<file path="src/rtl/ram_arb_defs.sv">
// Shared constants for the two-port RAM arbiter: default geometry, port IDs
// and the layout of the read-return tag.
package ram_arb_defs;

   localparam int ADDR_W_DEF     = 6;
   localparam int DATA_W_DEF     = 8;
   localparam int RD_LATENCY_DEF = 1;

   localparam logic PORT0 = 1'b0;
   localparam logic PORT1 = 1'b1;

   // Read tag = {valid, port}
   localparam int TAG_W        = 2;
   localparam int TAG_VLD_BIT  = 1;
   localparam int TAG_PORT_BIT = 0;

   function automatic logic [TAG_W-1:0] make_tag(input logic vld, input logic port);
      return {vld, port};
   endfunction

endpackage

</file>
<file path="src/rtl/rr_arb2.sv">
// Two-way round-robin grant with a one-bit priority pointer; the pointer
// moves to the non-winning port on every accepted cycle.
module rr_arb2
   import ram_arb_defs::*;
(
   input  logic       clock,
   input  logic       resetn,
   input  logic [1:0] req,
   input  logic       accept,
   output logic [1:0] gnt
);

   logic ptr_q;
   logic ptr_d;

   always_comb begin
      gnt = 2'b00;
      if (!resetn) begin
         gnt = 2'b00;
      end else begin
         case (req)
            2'b01:   gnt = 2'b01;
            2'b10:   gnt = 2'b10;
            2'b11:   gnt = (ptr_q == PORT0) ? 2'b01 : 2'b10;
            default: gnt = 2'b00;
         endcase
      end
   end

   // The winner yields priority to the other port
   always_comb begin
      ptr_d = ptr_q;
      if (accept) begin
         ptr_d = gnt[1] ? PORT0 : PORT1;
      end else begin
         ptr_d = ptr_q;
      end
   end

   always_ff @(posedge clock or negedge resetn) begin
      if (!resetn) begin
         ptr_q <= PORT0;
      end else begin
         ptr_q <= ptr_d;
      end
   end

endmodule

</file>
<file path="src/rtl/ram_arbiter2.sv">
// Arbiter/sequencer between two clients and a single-port synchronous RAM:
// registered RAM controls, read-tag pipeline and per-port read-data return.
module ram_arbiter2
   import ram_arb_defs::*;
#(
   parameter int ADDR_W     = ADDR_W_DEF,
   parameter int DATA_W     = DATA_W_DEF,
   parameter int RD_LATENCY = RD_LATENCY_DEF
) (
   input  logic              clock,
   input  logic              resetn,
   input  logic              req0,
   input  logic              we0,
   input  logic [ADDR_W-1:0] addr0,
   input  logic [DATA_W-1:0] wdata0,
   output logic              gnt0,
   output logic              rvalid0,
   output logic [DATA_W-1:0] rdata0,
   input  logic              req1,
   input  logic              we1,
   input  logic [ADDR_W-1:0] addr1,
   input  logic [DATA_W-1:0] wdata1,
   output logic              gnt1,
   output logic              rvalid1,
   output logic [DATA_W-1:0] rdata1,
   output logic [ADDR_W-1:0] ram_address,
   output logic [DATA_W-1:0] ram_data,
   output logic              ram_wren,
   input  logic [DATA_W-1:0] ram_q
);

   logic [1:0]        gnt_s;
   logic              accept_s;
   logic              sel_s;
   logic              sel_we_s;
   logic [ADDR_W-1:0] sel_addr_s;
   logic [DATA_W-1:0] sel_wdata_s;

   logic [ADDR_W-1:0] ram_address_q, ram_address_d;
   logic [DATA_W-1:0] ram_data_q, ram_data_d;
   logic              ram_wren_q, ram_wren_d;

   logic [RD_LATENCY:0][TAG_W-1:0] tag_q, tag_d;
   logic [TAG_W-1:0]               tag_out_s;

   logic              rvalid0_q, rvalid0_d;
   logic              rvalid1_q, rvalid1_d;
   logic [DATA_W-1:0] rdata0_q, rdata0_d;
   logic [DATA_W-1:0] rdata1_q, rdata1_d;

   rr_arb2 u_arb (
      .clock  (clock),
      .resetn (resetn),
      .req    ({req1, req0}),
      .accept (accept_s),
      .gnt    (gnt_s)
   );

   assign gnt0     = gnt_s[0];
   assign gnt1     = gnt_s[1];
   assign accept_s = gnt_s[0] | gnt_s[1];
   assign sel_s    = gnt_s[1] ? PORT1 : PORT0;

   always_comb begin
      sel_we_s    = we0;
      sel_addr_s  = addr0;
      sel_wdata_s = wdata0;
      if (sel_s == PORT1) begin
         sel_we_s    = we1;
         sel_addr_s  = addr1;
         sel_wdata_s = wdata1;
      end else begin
         sel_we_s    = we0;
         sel_addr_s  = addr0;
         sel_wdata_s = wdata0;
      end
   end

   // Address and data hold when idle; wren is a one-cycle strobe per write
   always_comb begin
      ram_address_d = ram_address_q;
      ram_data_d    = ram_data_q;
      ram_wren_d    = 1'b0;
      if (accept_s) begin
         ram_address_d = sel_addr_s;
         ram_data_d    = sel_wdata_s;
         ram_wren_d    = sel_we_s;
      end else begin
         ram_wren_d    = 1'b0;
      end
   end

   always_comb begin
      tag_d    = tag_q;
      tag_d[0] = make_tag(accept_s & ~sel_we_s, sel_s);
      for (int i = 1; i <= RD_LATENCY; i++) begin
         tag_d[i] = tag_q[i-1];
      end
   end

   assign tag_out_s = tag_q[RD_LATENCY];

   // The oldest tag steers ram_q to its owner; the other port keeps its data
   always_comb begin
      rvalid0_d = tag_out_s[TAG_VLD_BIT] & (tag_out_s[TAG_PORT_BIT] == PORT0);
      rvalid1_d = tag_out_s[TAG_VLD_BIT] & (tag_out_s[TAG_PORT_BIT] == PORT1);
      rdata0_d  = rdata0_q;
      rdata1_d  = rdata1_q;
      if (rvalid0_d) begin
         rdata0_d = ram_q;
      end else begin
         rdata0_d = rdata0_q;
      end
      if (rvalid1_d) begin
         rdata1_d = ram_q;
      end else begin
         rdata1_d = rdata1_q;
      end
   end

   always_ff @(posedge clock or negedge resetn) begin
      if (!resetn) begin
         ram_address_q <= {ADDR_W{1'b0}};
         ram_data_q    <= {DATA_W{1'b0}};
         ram_wren_q    <= 1'b0;
         tag_q         <= {((RD_LATENCY+1)*TAG_W){1'b0}};
         rvalid0_q     <= 1'b0;
         rvalid1_q     <= 1'b0;
         rdata0_q      <= {DATA_W{1'b0}};
         rdata1_q      <= {DATA_W{1'b0}};
      end else begin
         ram_address_q <= ram_address_d;
         ram_data_q    <= ram_data_d;
         ram_wren_q    <= ram_wren_d;
         tag_q         <= tag_d;
         rvalid0_q     <= rvalid0_d;
         rvalid1_q     <= rvalid1_d;
         rdata0_q      <= rdata0_d;
         rdata1_q      <= rdata1_d;
      end
   end

   assign ram_address = ram_address_q;
   assign ram_data    = ram_data_q;
   assign ram_wren    = ram_wren_q;
   assign rvalid0     = rvalid0_q;
   assign rvalid1     = rvalid1_q;
   assign rdata0      = rdata0_q;
   assign rdata1      = rdata1_q;

endmodule

</file>
<file path="config.mk">
export PLATFORM = sky130hd
export DESIGN_NAME = ram_arbiter2
export DESIGN_NICKNAME = d
export VERILOG_FILES = /design/src/rtl/ram_arb_defs.sv /design/src/rtl/rr_arb2.sv /design/src/rtl/ram_arbiter2.sv
export SDC_FILE = /design/constraint.sdc
export NUM_CORES = 1
export LEC_CHECK = 0
export ABC_CLOCK_PERIOD_IN_PS = 1000
export BUFFER_PORTS_ARGS = -buffer_cell sky130_fd_sc_hd__buf_2
export CAP_MARGIN = 15
export CORE_UTILIZATION = 41
export CTS_BUF_LIST = sky130_fd_sc_hd__clkbuf_2
export CTS_CLUSTER_SIZE = 24
export DETAILED_ROUTE_END_ITERATION = 12
export GPL_TIMING_DRIVEN = 0
export PLACE_DENSITY = 0.86
export SLEW_MARGIN = 10
export SYNTH_ARGS = -nofsm -noshare
export SYNTH_HDL_FRONTEND = slang
export SYNTH_SLANG_ARGS = --single-unit
</file>
<file path="constraint.sdc">
create_clock -name clock -period 1 [get_ports clock]
set_input_delay 0.1 -clock clock [delete_from_list [all_inputs] [get_ports clock]]
set_output_delay 0.1 -clock clock [all_outputs]
set_load 0.01 [all_outputs]
</file>
==> impl_metrics.env, run 1 <==
export IMPL_cp_end_kind="output port"
export IMPL_numCtsBuffers=5
export IMPL_peakVddDrop_mv=0.733
export IMPL_via_count=1762
export IMPL_status="complete, but fails checks"
export IMPL_grt_pass1_vias=1665
export IMPL_synth_compound_area_share_pct=12.0
export IMPL_worst_pin_slew_ps=446
export IMPL_maxSlewViolCount=0
export IMPL_synth_mux_area_fraction_pct=11.5
export IMPL_yosys_warnings=0
export IMPL_synth_edf_count=0
export IMPL_ys_top_cells_by_count="dfrtp_1, nand3_1, nor2_1"
export IMPL_final_area_um2=3030
export IMPL_timing_final_crit_share_pct=145
export IMPL_gr_total_overflow=0
export IMPL_routedWlPerCell_um=17.0
export IMPL_start_kind="register"
export IMPL_yosysTopAreaCell="dfrtp_1"
export IMPL_max_freq_mhz=691
export IMPL_drc=0
export IMPL_rsz0062_at_grt="true"
export IMPL_viasPerCell=5.03
export IMPL_synth_area_um2=1570
export IMPL_syn_nets=178
export IMPL_grt_max_degree=43
export IMPL_yosysSeqAreaShare_pct=60.7
export IMPL_fp_coreArea_um2=3660
export IMPL_gp_congestion=0.777
export IMPL_critical_path_class="reg2out"
export IMPL_dp_hpwl_um=2560
export IMPL_cp_endpoint="gnt1"
export IMPL_hold_class="in2async"
export IMPL_r2r_end="ram_address[5]"
export IMPL_antenna_found_initial=0
export IMPL_violations="hold timing, setup timing"
export IMPL_synthCells=136
export IMPL_io_pins=77
export IMPL_reg2reg_depth=6
export IMPL_netlist_area_leader_share_pct=60.7
export IMPL_synth_adder_area_share_pct=0
export IMPL_synth_most_common_cell="dfrtp_1"
export IMPL_ctsRootBufferMaster="clkbuf_2"
export IMPL_yosys_most_used_dff="dfrtp_1"
export IMPL_clk_pin_slew_worst_paths_ps=200
export IMPL_critPathArrivalTime_ps=1350
export IMPL_startpoint="u_arb.ptr_q"
export IMPL_drive_gt1_share_pct=56.3
export IMPL_die_w_um=63.8
export IMPL_rows=22
export IMPL_crit_required_ps=900
export IMPL_synthSimpleGateAreaFrac_pct=11.7
export IMPL_r2r_start="u_arb.ptr_q"
export IMPL_io_buffers=76
export IMPL_fin_nets=343
export IMPL_synth_top_family_by_area="compound AO/OA/AOI/OAI gates"
export IMPL_slew_headroom_pct=70.3
export IMPL_drt_initial_drc_count=100
export IMPL_dpl_instance_area_um2=2010
export IMPL_ys_types=22
export IMPL_start_util_pct=42.8
export IMPL_clk_latency_ps=400
export IMPL_wl_um=5950
export IMPL_grt_use_total_pct=25.0
export IMPL_setup_violations=68
export IMPL_async_flop_share_pct=100
export IMPL_postCtsHoldBufs=38
export IMPL_synth_xor_area_share_pct=0
export IMPL_cts_tree="done"
export IMPL_ys_ff_latch=38
export IMPL_ff_latch_area_um2=951
export IMPL_period_needed_ps=1450
export IMPL_dr_pass1_iters=4
export IMPL_cts_sinks=38
export IMPL_synthTopCellsByArea="dfrtp_1, mux2_1, mux2_2, a31oi_1, nand3_1"
export IMPL_p_per_area_nw_per_um2=1520
export IMPL_die_h_um=63.8
export IMPL_htreeDepth=2
export IMPL_area_growth_pct=93.5
export IMPL_skew_ps=16.2
export IMPL_ant_nets=0
export IMPL_crit_path_max_fanout=2
export IMPL_rrSetupSlack_ps=-320
export IMPL_finalSetupTns_ps=-9290
export IMPL_fin_ws_ps=-446
export IMPL_die_area_um2=4070
export IMPL_cellLeakagePower_nw=1.49
export IMPL_hold_ws_ps=-436
export IMPL_hold_viol=38
export IMPL_maxCapViolCount=0
export IMPL_syn_avg_cell_area_um2=11.5
export IMPL_fin_total_pwr_mw=4.63
export IMPL_multi_input_area_um2=738
export IMPL_cts_max_path_buffers=2
export IMPL_n_fill_cell=203
export IMPL_grt_pass1_wl_um=7740
export IMPL_num_antenna_cells=0
[registers in the layout, indices dropped and copies added, names as in the netlist]
| register | flops |
|---|---|
| ram_data | 8 |
| tag_out_s | 2 |
| u_arb.ptr_q | 1 |
| rdata1 | 8 |
| rvalid1 | 1 |
| rdata0 | 8 |
| ram_wren | 1 |
| ram_address | 6 |
| tag_d | 2 |
| rvalid0 | 1 |
[worst min-delay path by stage]
stage,startpoint,endpoint,cells after the start
after floorplan,resetn,ram_address[0],0
after global placement,resetn,rdata1[0],1
after detailed placement,resetn,rdata0[5],1
after CTS,resetn,ram_data[3],1
after global routing,resetn,rdata1[0],1
final,resetn,tag_d[3],1
[worst max-delay path, stage by stage (launching register included)]
cell and delay (ps):
dfrtp_1 430, and2b_4 260, buf_6 100, nor2_4 40
buf_6 120
[metrics by stage]
step           setup WS [ps]  hold slack (ps)  cells  utilization [%]
3_5_place_dp            -896              259    260             55.0
6_report                -446             -436    350             82.9
4_1_cts                 -416             -423    324             73.4
5_1_grt                 -520             -457    350             82.9
2_1_floorplan          -59.2             -196    136                -
3_3_place_gp            -857              251    260             55.0
[logic make-up (layout without fill, tap and decap cells)]
logic type | after synthesis | count (layout)
multiplexers | 16 | 16
flip-flops | 38 | 38
AO/OA/AOI/OAI | 33 | 33
AND/OR/NAND/NOR | 39 | 40
buffers and inverters | 10 | 175
[cells in the final DEF (no fill, tap or decap), types with 5 or more instances in the layout]
cell type      netlist  layout
buf_2                4      72
dlygate4sd3_1        0      38
dfrtp_1             38      38
buf_4                2      37
buf_6                2      16
mux2_4               0      16
nor2_1              15      14
a31oi_1             14      14
o21ai_1             11      11
nand3_2              0      11
clkbuf_2             0       6
o21ai_0              5       5
[layout make-up]
cell class	count	area share, %
clock buffers	6	0.990
inverters	1	0.124
well taps	48	1.98
repair buffers	157	38.5
plain buffers	9	2.47
clock inverters	2	0.289
flip-flops and latches	38	31.3
multi-input cells	89	24.3
[routing by layer]
layer  vias to the layer above  global-route usage [%]  wire (um)
met3                        17                    6.43        293
met1                       844                    28.3       2230
met2                        84                    44.5       3270
met5                         -                       0          0
met4                         0                    9.66        155
li1                        817                       -          -
[where the power goes]
group          leakage [nW]  total (mW)  internal [mW]  switching (mW)
clock                0.0304       0.683          0.172           0.511
combinational          1.01        1.95           1.17           0.777
sequential            0.449        1.99           1.82           0.174
[what timing repair did]
item / CTS / global route
pin swaps: 4 / 12
gates cloned: 1 / 2
resized for setup: 31 / 26
endpoints found under the hold margin: 69 / 38
endpoints found under the setup margin: 69 / 67
buffers inserted: 17 / 25
Power figures use the tool's default switching activity.
==> run 2, diff against run 1 <==
ABC_CLOCK_PERIOD_IN_PS = 1470   (was 1000)
CORE_MARGIN = 10   (was not set)
PLACE_DENSITY = 0.84   (was 0.86)
SKIP_CTS_REPAIR_TIMING = 1   (was not set)
clock period = 1.47 ns   (was 1 ns; I/O delays follow)
==> run 2 against run 1 <==
Power is 45% lower. Cell count decreased by 15%. Sequential cell count unchanged. Combinational power decreased by 59%. First-iteration DRC count fell by 72%. The flow finishes with violations (setup timing). Sequential share of layout area increased by 9.0 points. Critical endpoint unchanged. Critical path type unchanged.
==> impl_metrics.env, run 2 (synthesis results as in run 1) <==
export IMPL_htreeDepth=2
export IMPL_dpl_instance_area_um2=2010
export IMPL_layout_commonest_cell="buf_2"
export IMPL_ant_nets=0
export IMPL_drt_initial_drc_count=28
export IMPL_hold_viol=0
export IMPL_die_h_um=81.8
export IMPL_grt_max_degree=43
export IMPL_gp_congestion=0.792
export IMPL_cellLeakagePower_nw=1.15
export IMPL_min_from="addr1[1]"
export IMPL_cts_max_path_buffers=2
export IMPL_crit_path_max_fanout=3
export IMPL_maxCapViolCount=0
export IMPL_via_count=1440
export IMPL_gr_total_overflow=0
export IMPL_hold_ws_ps=7.00
export IMPL_pwr_share_comb_pct=31.2
export IMPL_numCtsBuffers=5
export IMPL_cts_sinks=38
export IMPL_die_area_um2=6700
export IMPL_fin_ws_ps=-20.1
export IMPL_drive_gt1_share_pct=44.2
export IMPL_finalSetupTns_ps=-20.1
export IMPL_antenna_found_initial=0
export IMPL_crit_cells=4
export IMPL_timing_final_crit_share_pct=101
export IMPL_max_freq_mhz=671
export IMPL_swShare_pct=31.1
export IMPL_period_needed_ps=1490
export IMPL_io_buffers=76
export IMPL_die_w_um=81.8
export IMPL_violations="setup timing"
export IMPL_ctsRootBufferMaster="clkbuf_2"
export IMPL_grt_use_total_pct=12.1
export IMPL_fin_nets=290
export IMPL_start_kind="register"
export IMPL_final_cell_count_no_fill=297
export IMPL_reg2reg_depth=6
export IMPL_fin_util_pct=63.9
export IMPL_worst_hold_path_endpoint="ram_address[1]"
export IMPL_fp_coreArea_um2=3690
export IMPL_dpl_cell_count=260
export IMPL_rsz0062_at_grt="true"
export IMPL_path_cells="and2b_4 > buf_8 > nor2_4 > buf_6"
export IMPL_critPathArrivalTime_ps=1340
export IMPL_n_fill_cell=298
export IMPL_cpPeakStageDelay_ps=400
export IMPL_routedWlPerCell_um=15.7
export IMPL_cp_end_kind="output port"
export IMPL_status="complete, but fails checks"
export IMPL_crit_required_ps=1320
export IMPL_peakVddDrop_mv=0.355
export IMPL_wl_um=4670
export IMPL_p_int_mw=1.76
export IMPL_rrSetupSlack_ps=150
export IMPL_grt_pass1_wl_um=6320
export IMPL_slew_headroom_pct=68.1
export IMPL_viasPerCell=4.85
export IMPL_drc=0
export IMPL_clockPowerShare_pct=17.2
export IMPL_dp_hpwl_um=3200
export IMPL_grt_pass1_vias=1261
export IMPL_skew_ps=7.22
export IMPL_p_seq_share_pct=51.6
export IMPL_start_util_pct=42.5
export IMPL_dr_pass1_iters=4
export IMPL_cp_slowest_cell="dfrtp_1"
export IMPL_r2r_start="u_arb.ptr_q"
export IMPL_worst_pin_slew_ps=479
export IMPL_min_path_cells=3
export IMPL_crit_family="flip-flops"
export IMPL_crit_buf_inv=2
export IMPL_p_sw_uw=792
export IMPL_clk_pin_slew_worst_paths_ps=180
export IMPL_hold_class="in2reg"
export IMPL_num_antenna_cells=0
export IMPL_area_growth_pct=50.3
export IMPL_p_per_area_nw_per_um2=1080
export IMPL_setup_violations=1
export IMPL_final_area_um2=2360
export IMPL_io_pins=77
export IMPL_layout_common_cells="buf_2, dfrtp_1, dlygate4sd3_1"
export IMPL_r2r_end="ram_data[6]"
export IMPL_critical_path_class="reg2out"
export IMPL_cts_tree="done"
export IMPL_maxSlewViolCount=0
export IMPL_rows=22
export IMPL_clk_latency_ps=380
[run 2: worst max path at each step]
| stage | from | end | slack (ps) |
|---|---|---|---|
| global placement | resetn | gnt1 | -570 |
| floorplan | tag_out_s[0] | rdata0[0] | 390 |
| global route | u_arb.ptr_q | gnt1 | -80 |
| finish | u_arb.ptr_q | gnt1 | -20 |
| CTS | resetn | gnt1 | -570 |
| detailed placement | resetn | gnt1 | -570 |
[run 2: power by group through the flow]
stage               logic [mW]  clock network (mW)  registers [mW]
finish                   0.795               0.438            1.31
global route             0.867               0.505            1.34
CTS                      0.701               0.452            1.32
detailed placement       0.700                   0            1.34
global placement         0.689                   0            1.33
floorplan                0.262                   0            1.44
[run 2: final cells by class]
| cell class | instances | area, um2 | share of cell area (%) |
|---|---|---|---|
| Sequential cell | 38 | 951 | 40.4 |
| Timing Repair Buffer | 105 | 678 | 28.8 |
| Multi-Input combinational cell | 88 | 559 | 23.7 |
| Buffer | 9 | 65.1 | 2.76 |
| Tap cell | 48 | 60.1 | 2.55 |
| Clock buffer | 6 | 30.0 | 1.27 |
| Clock inverter | 2 | 8.76 | 0.372 |
| Inverter | 1 | 3.75 | 0.159 |
[run 2: per-layer routing]
metal  vias to the layer above  global-route usage [%]  part of all wire [%]
li1                        712                       -                     -
met1                       656                    14.6                    41
met2                        65                    19.0                    47
met3                         7                    5.46                    11
met4                         0                    3.57                  0.92
met5                         -                       0                     0
[run 2: per-stage QoR]
stage / setup slack [ps] / power (mW)
2_1_floorplan: 385 / 1.70
3_5_place_dp: -572 / 2.04
5_1_grt: -78.2 / 2.71
4_1_cts: -575 / 2.47
3_3_place_gp: -569 / 2.02
6_report: -20.1 / 2.55
[run 2: worst register-to-register path, cell delays in order (launching register included)]
cell and delay [ps]:
dfrtp_1 400, and2b_4 210, buf_8 120, buf_4 120, buf_4 140, o21ai_1 120, a31oi_1 90
==> run 3, diff against run 2 <==
ABC_AREA = 1   (was not set)
PLACE_DENSITY = 0.82   (was 0.84)
==> run 3 against run 2 <==
The flow now finishes without violations. Cell count rose by 22%. Maximum frequency rose by 7.1%. Sequential cell count did not move. Clock skew rose by 3.9 ps. Register-to-register slack improved by 150 ps. Wire length rose by 5.4%. Hold slack improved by 35 ps. Count of clock-buffer cells in the layout fell by 1. Critical path depth rose by 1. Critical endpoint unchanged.
==> impl_metrics.env, run 3 <==
export IMPL_synth_area_um2=1740
export IMPL_ys_ff_latch=38
export IMPL_synth_top_family_by_area="simple AND/OR/NAND/NOR gates"
export IMPL_grt_use_total_pct=12.8
export IMPL_via_count=1671
export IMPL_netlist_area_leader_share_pct=54.5
export IMPL_maxSlewViolCount=0
export IMPL_clk_pin_slew_worst_paths_ps=190
export IMPL_syn_nets=251
export IMPL_layout_common_cells="buf_2, nand2_1, inv_1"
export IMPL_io_buffers=76
export IMPL_rsz0062_at_grt="false"
export IMPL_yosys_warnings=0
export IMPL_cts_max_path_buffers=2
export IMPL_die_h_um=85.2
export IMPL_critical_path_class="reg2out"
export IMPL_hold_class="in2reg"
export IMPL_fp_coreArea_um2=4060
export IMPL_max_freq_mhz=719
export IMPL_peakVddDrop_mv=0.567
export IMPL_gr_total_overflow=0
export IMPL_p_per_area_nw_per_um2=1180
export IMPL_grt_pass1_wl_um=7860
export IMPL_critPathArrivalTime_ps=1240
export IMPL_viasPerCell=4.63
export IMPL_clk_latency_ps=380
export IMPL_start_util_pct=43.0
export IMPL_numCtsBuffers=5
export IMPL_async_flop_share_pct=100
export IMPL_layout_commonest_cell="buf_2"
export IMPL_cellLeakagePower_nw=1.51
export IMPL_synthCells=209
export IMPL_synth_edf_count=0
export IMPL_routedWlPerCell_um=13.6
export IMPL_htreeDepth=2
export IMPL_antenna_found_initial=0
export IMPL_num_antenna_cells=0
export IMPL_drc=0
export IMPL_synthSimpleGateAreaFrac_pct=24.5
export IMPL_grt_pass1_vias=1736
export IMPL_synth_adder_area_share_pct=0
export IMPL_die_w_um=85.2
export IMPL_setup_violations=0
export IMPL_hold_viol=0
export IMPL_ys_top_cells_by_count="nand2_1, inv_1, dfrtp_1"
export IMPL_maxCapViolCount=0
export IMPL_drt_initial_drc_count=57
export IMPL_reg2reg_depth=7
export IMPL_dr_pass1_iters=4
export IMPL_crit_path_max_fanout=6
export IMPL_min_path_cells=4
export IMPL_yosysTopAreaCell="dfrtp_1"
export IMPL_worst_pin_slew_ps=266
export IMPL_cts_tree="done"
export IMPL_fin_nets=352
export IMPL_synth_xor_area_share_pct=0
export IMPL_skew_ps=11.2
export IMPL_synth_compound_area_share_pct=6.89
export IMPL_grt_max_degree=41
export IMPL_dp_hpwl_um=3600
export IMPL_rows=23
export IMPL_timing_final_crit_share_pct=94.7
export IMPL_yosys_most_used_dff="dfrtp_1"
export IMPL_ant_nets=0
export IMPL_cts_sinks=38
export IMPL_finalSetupTns_ps=0
export IMPL_status="complete, no violations"
export IMPL_synth_mux_area_fraction_pct=0
export IMPL_gp_congestion=0.815
export IMPL_start_kind="register"
export IMPL_io_pins=77
export IMPL_ys_types=17
export IMPL_syn_avg_cell_area_um2=8.35
export IMPL_drive_gt1_share_pct=37.0
export IMPL_fin_util_pct=60.7
export IMPL_area_growth_pct=41.2
export IMPL_die_area_um2=7260
export IMPL_fin_total_pwr_mw=2.92
export IMPL_slew_headroom_pct=82.2
export IMPL_period_needed_ps=1390
export IMPL_yosysSeqAreaShare_pct=54.5
export IMPL_wl_um=4930
export IMPL_synthTopCellsByArea="dfrtp_1, nand2_1, inv_1, nand3_1, o21ai_2"
export IMPL_cp_end_kind="output port"
export IMPL_ctsRootBufferMaster="clkbuf_2"
export IMPL_crit_required_ps=1320
export IMPL_synth_most_common_cell="nand2_1"
==> run 3: cell types whose count changed after synthesis, sizes merged, moves of 13 or more <==
cell   previous run  this run
a31oi            14         0
mux2             16         0
inv               1        46
nor2             15         1
nand3            15        28
nand2             4        68
==> run 3: logic make-up (layout without fill, tap and decap cells) <==
group | Yosys count | after routing
and+or+nand+nor | 99 | 99
buffers and inverters | 54 | 156
DFF | 38 | 38
AOI/OAI and AO/OA | 18 | 18
==> run 3: worst paths after layout <==
path | startpoint | endpoint | slack, ps
min in group asynchronous | resetn | rdata0[6] | 280
max in group asynchronous | resetn | u_arb.ptr_q | 990
setup reg to reg | u_arb.ptr_q | ram_address[0] | 300
setup / recovery | u_arb.ptr_q | gnt1 | 80
hold / removal | we0 | tag_d[3] | 40
hold reg to reg | tag_d[2] | tag_out_s[0] | 380
==> run 3: per-stage QoR <==
stage	setup WS (ps)	cells	instance area [um2]	hold slack (ps)
after global placement	-404	335	2190	307
after CTS	-424	343	2280	-153
after global routing	5.80	361	2460	8.26
after detailed placement	-427	335	2190	312
after floorplan	419	209	1740	-149
final	78.3	361	2460	42.4
==> run 3: area by class of cell <==
type                            count  area (um2)
Tap cell                           50        62.6
Sequential cell                    38         951
Timing Repair Buffer               95         564
Clock inverter                      3        63.8
Buffer                              7        61.3
Clock buffer                        5        25.0
Fill cell                         376        1600
Multi-Input combinational cell    117         562
Inverter                           46         173
==> run 3: critical path, cell delays in order (launching register included) <==
cell and delay (ps):
dfrtp_1 430, inv_2 80, nand2_4 80, nand2_8 80
inv_1 60, buf_2 140
==> run 3: metal layers <==
layer	vias to the layer above	wire length (um)	GRT usage, %
met5	-	0	0
met3	7	435	5.93
met4	0	66	3.59
met1	771	1990	14.1
li1	829	-	-
met2	64	2430	21.5
==> run 3: where the power goes <==
group          total [mW]  switching, mW  leakage (nW)  internal [mW]
logic               0.784          0.433         0.995          0.351
registers            1.34          0.103         0.468           1.23
clock network       0.797          0.343        0.0506          0.453
